[src/rtl/hv_pair_streamer.sv]
// Streams two hypervectors from a synchronous-read store, interleaved A[i], B[i], to the similarity engine.
// Optional `HV_STREAM_ABORT_EN adds an abort input and an aborted pulse output.
module hv_pair_streamer #(
   parameter int HV_DATA_WIDTH = 32,
   parameter int HV_LENGTH     = 1024,
   parameter int ADDR_WIDTH    = 10
) (
   input  logic                     clk,
   input  logic                     reset_n,
   input  logic                     start,
   input  logic [ADDR_WIDTH-1:0]    a_base,
   input  logic [ADDR_WIDTH-1:0]    b_base,
   output logic                     mem_rd,
   output logic [ADDR_WIDTH-1:0]    mem_addr,
   input  logic [HV_DATA_WIDTH-1:0] mem_data,
   output logic                     valid,
   output logic                     first,
   output logic                     last,
   output logic [HV_DATA_WIDTH-1:0] data_out,
   input  logic                     ready,
   input  logic                     done_in,
`ifdef HV_STREAM_ABORT_EN
   input  logic                     abort,
   output logic                     aborted,
`endif
   output logic                     busy,
   output logic                     done
);

   localparam int CW = (HV_LENGTH > 1) ? $clog2(HV_LENGTH) : 1;

   typedef enum logic [2:0] {
      S_IDLE    = 3'd0,
      S_FETCH_A = 3'd1,
      S_LOAD_A  = 3'd2,
      S_SEND_A  = 3'd3,
      S_FETCH_B = 3'd4,
      S_LOAD_B  = 3'd5,
      S_SEND_B  = 3'd6,
      S_DRAIN   = 3'd7
   } state_t;

   state_t                    state_q, state_d;
   logic [CW-1:0]             i_q, i_d;
   logic [ADDR_WIDTH-1:0]     a_base_q, a_base_d, b_base_q, b_base_d;
   logic [ADDR_WIDTH-1:0]     mem_addr_q, mem_addr_d;
   logic [HV_DATA_WIDTH-1:0]  data_out_q, data_out_d;
   logic                      mem_rd_q, mem_rd_d;
   logic                      valid_q, valid_d, first_q, first_d, last_q, last_d;
   logic                      busy_q, busy_d, done_q, done_d;
   logic                      xfer_s, abort_s;

   assign xfer_s = valid_q && ready;

`ifdef HV_STREAM_ABORT_EN
   logic aborted_q, aborted_d;
   assign abort_s = abort && (state_q != S_IDLE);
   assign aborted = aborted_q;
`else
   assign abort_s = 1'b0;
`endif

   // State and datapath registers, synchronous active-low reset
   always_ff @(posedge clk) begin
      if (!reset_n) begin
         state_q    <= S_IDLE;
         i_q        <= {CW{1'b0}};
         a_base_q   <= {ADDR_WIDTH{1'b0}};
         b_base_q   <= {ADDR_WIDTH{1'b0}};
         mem_addr_q <= {ADDR_WIDTH{1'b0}};
         data_out_q <= {HV_DATA_WIDTH{1'b0}};
         mem_rd_q   <= 1'b0;
         valid_q    <= 1'b0;
         first_q    <= 1'b0;
         last_q     <= 1'b0;
         busy_q     <= 1'b0;
         done_q     <= 1'b0;
`ifdef HV_STREAM_ABORT_EN
         aborted_q  <= 1'b0;
`endif
      end else begin
         state_q    <= state_d;
         i_q        <= i_d;
         a_base_q   <= a_base_d;
         b_base_q   <= b_base_d;
         mem_addr_q <= mem_addr_d;
         data_out_q <= data_out_d;
         mem_rd_q   <= mem_rd_d;
         valid_q    <= valid_d;
         first_q    <= first_d;
         last_q     <= last_d;
         busy_q     <= busy_d;
         done_q     <= done_d;
`ifdef HV_STREAM_ABORT_EN
         aborted_q  <= aborted_d;
`endif
      end
   end

   // Next-state logic; a start coinciding with the done pulse is not accepted
   always_comb begin
      state_d = state_q;
      if (abort_s) begin
         state_d = S_IDLE;
      end else begin
         case (state_q)
            S_IDLE:    if (start && !done_q) state_d = S_FETCH_A; else state_d = S_IDLE;
            S_FETCH_A: state_d = S_LOAD_A;
            S_LOAD_A:  state_d = S_SEND_A;
            S_SEND_A:  if (xfer_s) state_d = S_FETCH_B; else state_d = S_SEND_A;
            S_FETCH_B: state_d = S_LOAD_B;
            S_LOAD_B:  state_d = S_SEND_B;
            S_SEND_B: begin
               if (xfer_s) begin
                  if (last_q) state_d = S_DRAIN; else state_d = S_FETCH_A;
               end else begin
                  state_d = S_SEND_B;
               end
            end
            S_DRAIN:   if (done_in) state_d = S_IDLE; else state_d = S_DRAIN;
            default:   state_d = S_IDLE;
         endcase
      end
   end

   // Output/datapath next values; the read strobe is derived from the next state so it is registered in FETCH
   always_comb begin
      i_d        = i_q;
      a_base_d   = a_base_q;
      b_base_d   = b_base_q;
      data_out_d = data_out_q;
      valid_d    = valid_q;
      first_d    = first_q;
      last_d     = last_q;
      done_d     = 1'b0;
      mem_rd_d   = 1'b0;
      mem_addr_d = mem_addr_q;
`ifdef HV_STREAM_ABORT_EN
      aborted_d  = abort_s;
`endif
      case (state_q)
         S_IDLE: begin
            if (start && !done_q) begin
               a_base_d = a_base;
               b_base_d = b_base;
               i_d      = {CW{1'b0}};
            end else begin
               i_d = i_q;
            end
         end
         S_LOAD_A: begin
            data_out_d = mem_data;
            first_d    = (i_q == {CW{1'b0}});
            last_d     = 1'b0;
            valid_d    = 1'b1;
         end
         S_LOAD_B: begin
            data_out_d = mem_data;
            first_d    = 1'b0;
            last_d     = (i_q == CW'(HV_LENGTH - 1));
            valid_d    = 1'b1;
         end
         S_SEND_A, S_SEND_B: begin
            if (xfer_s) begin
               valid_d = 1'b0;
               first_d = 1'b0;
               last_d  = 1'b0;
               if (state_q == S_SEND_B && !last_q) i_d = i_q + CW'(1); else i_d = i_q;
            end else begin
               valid_d = valid_q;
            end
         end
         S_DRAIN: if (done_in) done_d = 1'b1; else done_d = 1'b0;
         default: done_d = 1'b0;
      endcase
      case (state_d)
         S_FETCH_A: begin
            mem_rd_d   = 1'b1;
            mem_addr_d = a_base_d + ADDR_WIDTH'(i_d);
         end
         S_FETCH_B: begin
            mem_rd_d   = 1'b1;
            mem_addr_d = b_base_d + ADDR_WIDTH'(i_d);
         end
         default: mem_rd_d = 1'b0;
      endcase
      if (abort_s) begin
         valid_d = 1'b0;
         first_d = 1'b0;
         last_d  = 1'b0;
         done_d  = 1'b0;
      end else begin
         done_d = done_d;
      end
      busy_d = (state_d != S_IDLE);
   end

   assign mem_rd   = mem_rd_q;
   assign mem_addr = mem_addr_q;
   assign valid    = valid_q;
   assign first    = first_q;
   assign last     = last_q;
   assign data_out = data_out_q;
   assign busy     = busy_q;
   assign done     = done_q;

endmodule

[config.mk]
export PLATFORM = sky130hd
export DESIGN_NAME = hv_pair_streamer
export DESIGN_NICKNAME = d
export VERILOG_FILES = /design/src/rtl/hv_pair_streamer.sv
export SDC_FILE = /design/constraint.sdc
export NUM_CORES = 1
export LEC_CHECK = 0
export CAP_MARGIN = 10
export CORE_ASPECT_RATIO = 1.2
export CORE_MARGIN = 3
export CORE_UTILIZATION = 35
export DETAILED_ROUTE_END_ITERATION = 10
export PLACE_DENSITY = 0.62
export SLEW_MARGIN = 0
export SYNTH_ARGS = -nofsm -noshare
export SYNTH_HDL_FRONTEND = slang
export SYNTH_SLANG_ARGS = --single-unit
[constraint.sdc]
create_clock -name clk -period 6.3 [get_ports clk]
set_clock_uncertainty 0.05 [all_clocks]
set_input_delay 0.63 -clock clk [delete_from_list [all_inputs] [get_ports clk]]
set_output_delay 0.63 -clock clk [all_outputs]
set_load 0.02 [all_outputs]
==> results.ini <==
[sta]
maxSlewHeadroom_pct=52.12
max_freq_ghz=0.2603
rsz0062_at_grt=false
slew_violations=0
finalCritPeriodShare_pct=60.99
finalSetupViolations=0
setup_ws_ps=2458
period_minus_slack_ps=3842
setup_tns_ps=0
worst-slew-pin-transition_ps=717.2
whs_ps=402.0
hold_viol_final=0

[global_route]
antenna_found_initial=0
grt_max_degree=81
grt_usage_pct=17.15
grt_pass1_vias=3451
grt-ovfl-total=0
grt_pass1_wl_mm=16.87

[clocking]
clock-root-buffer=clkbuf_16
htreeDepth=3
path_clk_slew_ps=60
clk-insertion-delay-late_ps=340
cts_num_sinks=81
ctsResizeCount=0
cts_buffers=9
postCtsSetupBuffers=0
ctsHoldBuffers=0
clockBufferDepth=2
cts_tree=yes

[detailed_routing]
first_iter_violations=140
wl_per_cell_um=15.18
vias=3483
ant_nets=0
dr.pass1.iters=4
routed_wl_mm=10.29
drc=0
via_per_inst=5.137

[worst_setup_path]
crit_required_ps=6510
crit_type=reg -> reg
worstPathMaxFanout=18
cp-end-kind=flip-flop
critical_path_arrival_ps=4050
worstSetupStartpointType=flip-flop

[synthesis]
syn-cell-area_sq_mm=0.003940
yosys_register_bits=81
ys_warn_count=0
synthFlopType=dfxtp_1
syn_avg_cell_area_sq_um=8.756
synth-edff-count=0
ys_seq_area_share_pct=41.16
synth_nets=519
synth_cell_type_count=58
async_flop_share_pct=0
syn_inst=450

[job]
maxCapViolCount=0

[pwr]
p_sw_mw=0.4028
p_seq_share_pct=39.5
power.density_mw_per_mm2=276.5
combPwrFrac_pct=22.3
ir_drop_v=0.0001438
internal_power_mw=1.084
p_sw_share_pct=27.10
clkPwrFrac_pct=38.3
leakagePower_nw=2.132

[final_layout]
final_layout_size_suffix_gt1_share_pct=5.282
antenna_cells=0
finalNetCount=613
area_growth_pct=36.46
final_common_cell=clkdlybuf4s50_1
layout_common_cells=clkdlybuf4s50_1 (103), nand2_1 (95), dfxtp_1 (81)

[die]
die_h_um=122.2
rows=41
die_w_um=102.9
coreArea_sq_mm=0.01077
die-area_sq_mm=0.01257
io_pins=105
initial_core_util_pct=36.57

[placed_design]
place_ws_ps=2152
dp_hpwl_mm=7.563
io_buffers=104
place_congestion=0.8708

[run_status]
status=completed

[worst_hold_path]
hold_path_class=reg -> reg

-- cell usage after synthesis, types with 5 or more instances --
cell,number,area share [%]
nor2b_1,25,4.0
a21boi_0,37,7.0
o21ai_0,8,1.0
nand3_1,13,1.7
nand2_1,95,9.1
and2_1,10,1.6
a21oi_1,17,2.2
dfxtp_1,81,41
ha_1,11,3.5
inv_1,8,0.76
mux2i_1,30,7.6
nor2_1,17,1.6
clkbuf_1,14,1.3
a21boi_1,7,1.3
buf_2,5,0.64
-- critical path: stages, from the launching register on --
cell	delay, ps
dfxtp_1	750
nand4b_1	380
o211ai_1	430
nand2_1	90
a22oi_1	320
inv_1	90
ha_1	320
a211oi_1	430
o211ai_1	190
a41oi_1	320
xnor2_1	190
nand3_1	120
o211ai_2	80
-- per-layer routing --
| metal | track usage, % | vias up | share of wire, % |
|---|---|---|---|
| met5 | 0 | - | 0 |
| li1 | - | 1747 | - |
| met3 | 5.060 | 12 | 6.7 |
| met4 | 7.935 | 0 | 2.1 |
| met2 | 28.47 | 103 | 49 |
| met1 | 20.21 | 1621 | 42 |
-- metrics by stage --
stage / instance area (sq um) / instances / utilization (%) / power [mW]
global route: 5376 / 678 / 49.91 / 1.554
detailed placement: 5052 / 662 / 46.90 / 0.9312
floorplan: 3940 / 450 / - / 0.7971
CTS: 5376 / 678 / 49.91 / 1.506
finish: 5376 / 678 / 49.91 / 1.487
global placement: 5052 / 662 / 46.90 / 0.9268
-- cell families after synthesis --
logic type	after synthesis	synth area share, %
simple gates	186	23.15
compound gates	102	18.83
flops	81	41.16
buf+inv	33	3.906
mux	30	7.622
fa+ha+maj	12	4.001
xor+xnor	6	1.334
-- worst paths after layout --
kind	to	cells after the start	slack, ps	from
max	mem_addr[9]	12	2460	state_q[2]
min	mem_addr[0]	2	400	mem_addr[0]
max reg2reg	mem_addr[9]	12	2460	state_q[2]
min reg2reg	mem_addr[0]	2	400	mem_addr[0]
-- final cells by class --
type	instances	area (sq um)
multi-input cells	336	2173
clock buffers	14	264.0
flip-flops and latches	81	1622
repair buffers	108	1066
clock inverters	2	60.06
inverters	8	30.03
well taps	129	161.4
fillers	1028	5396
-- registers in the layout, summed over array words and instances (netlist names) --
name and count:
mem_addr 10, busy 1, i_q 10, state_q 3
b_base_q 10, done 1, last 1, data_out 32
first 1, mem_rd 1, valid 1, a_base_q 10
-- power by group through the flow --
stage	Clock, mW	Combinational, mW	Sequential [mW]
4_1_cts	0.584	0.335	0.587
3_5_place_dp	0	0.334	0.597
6_report	0.569	0.331	0.587
5_1_grt	0.596	0.364	0.593
3_3_place_gp	0	0.330	0.597
2_1_floorplan	0	0.177	0.621
Power figures use the tool's default switching activity.
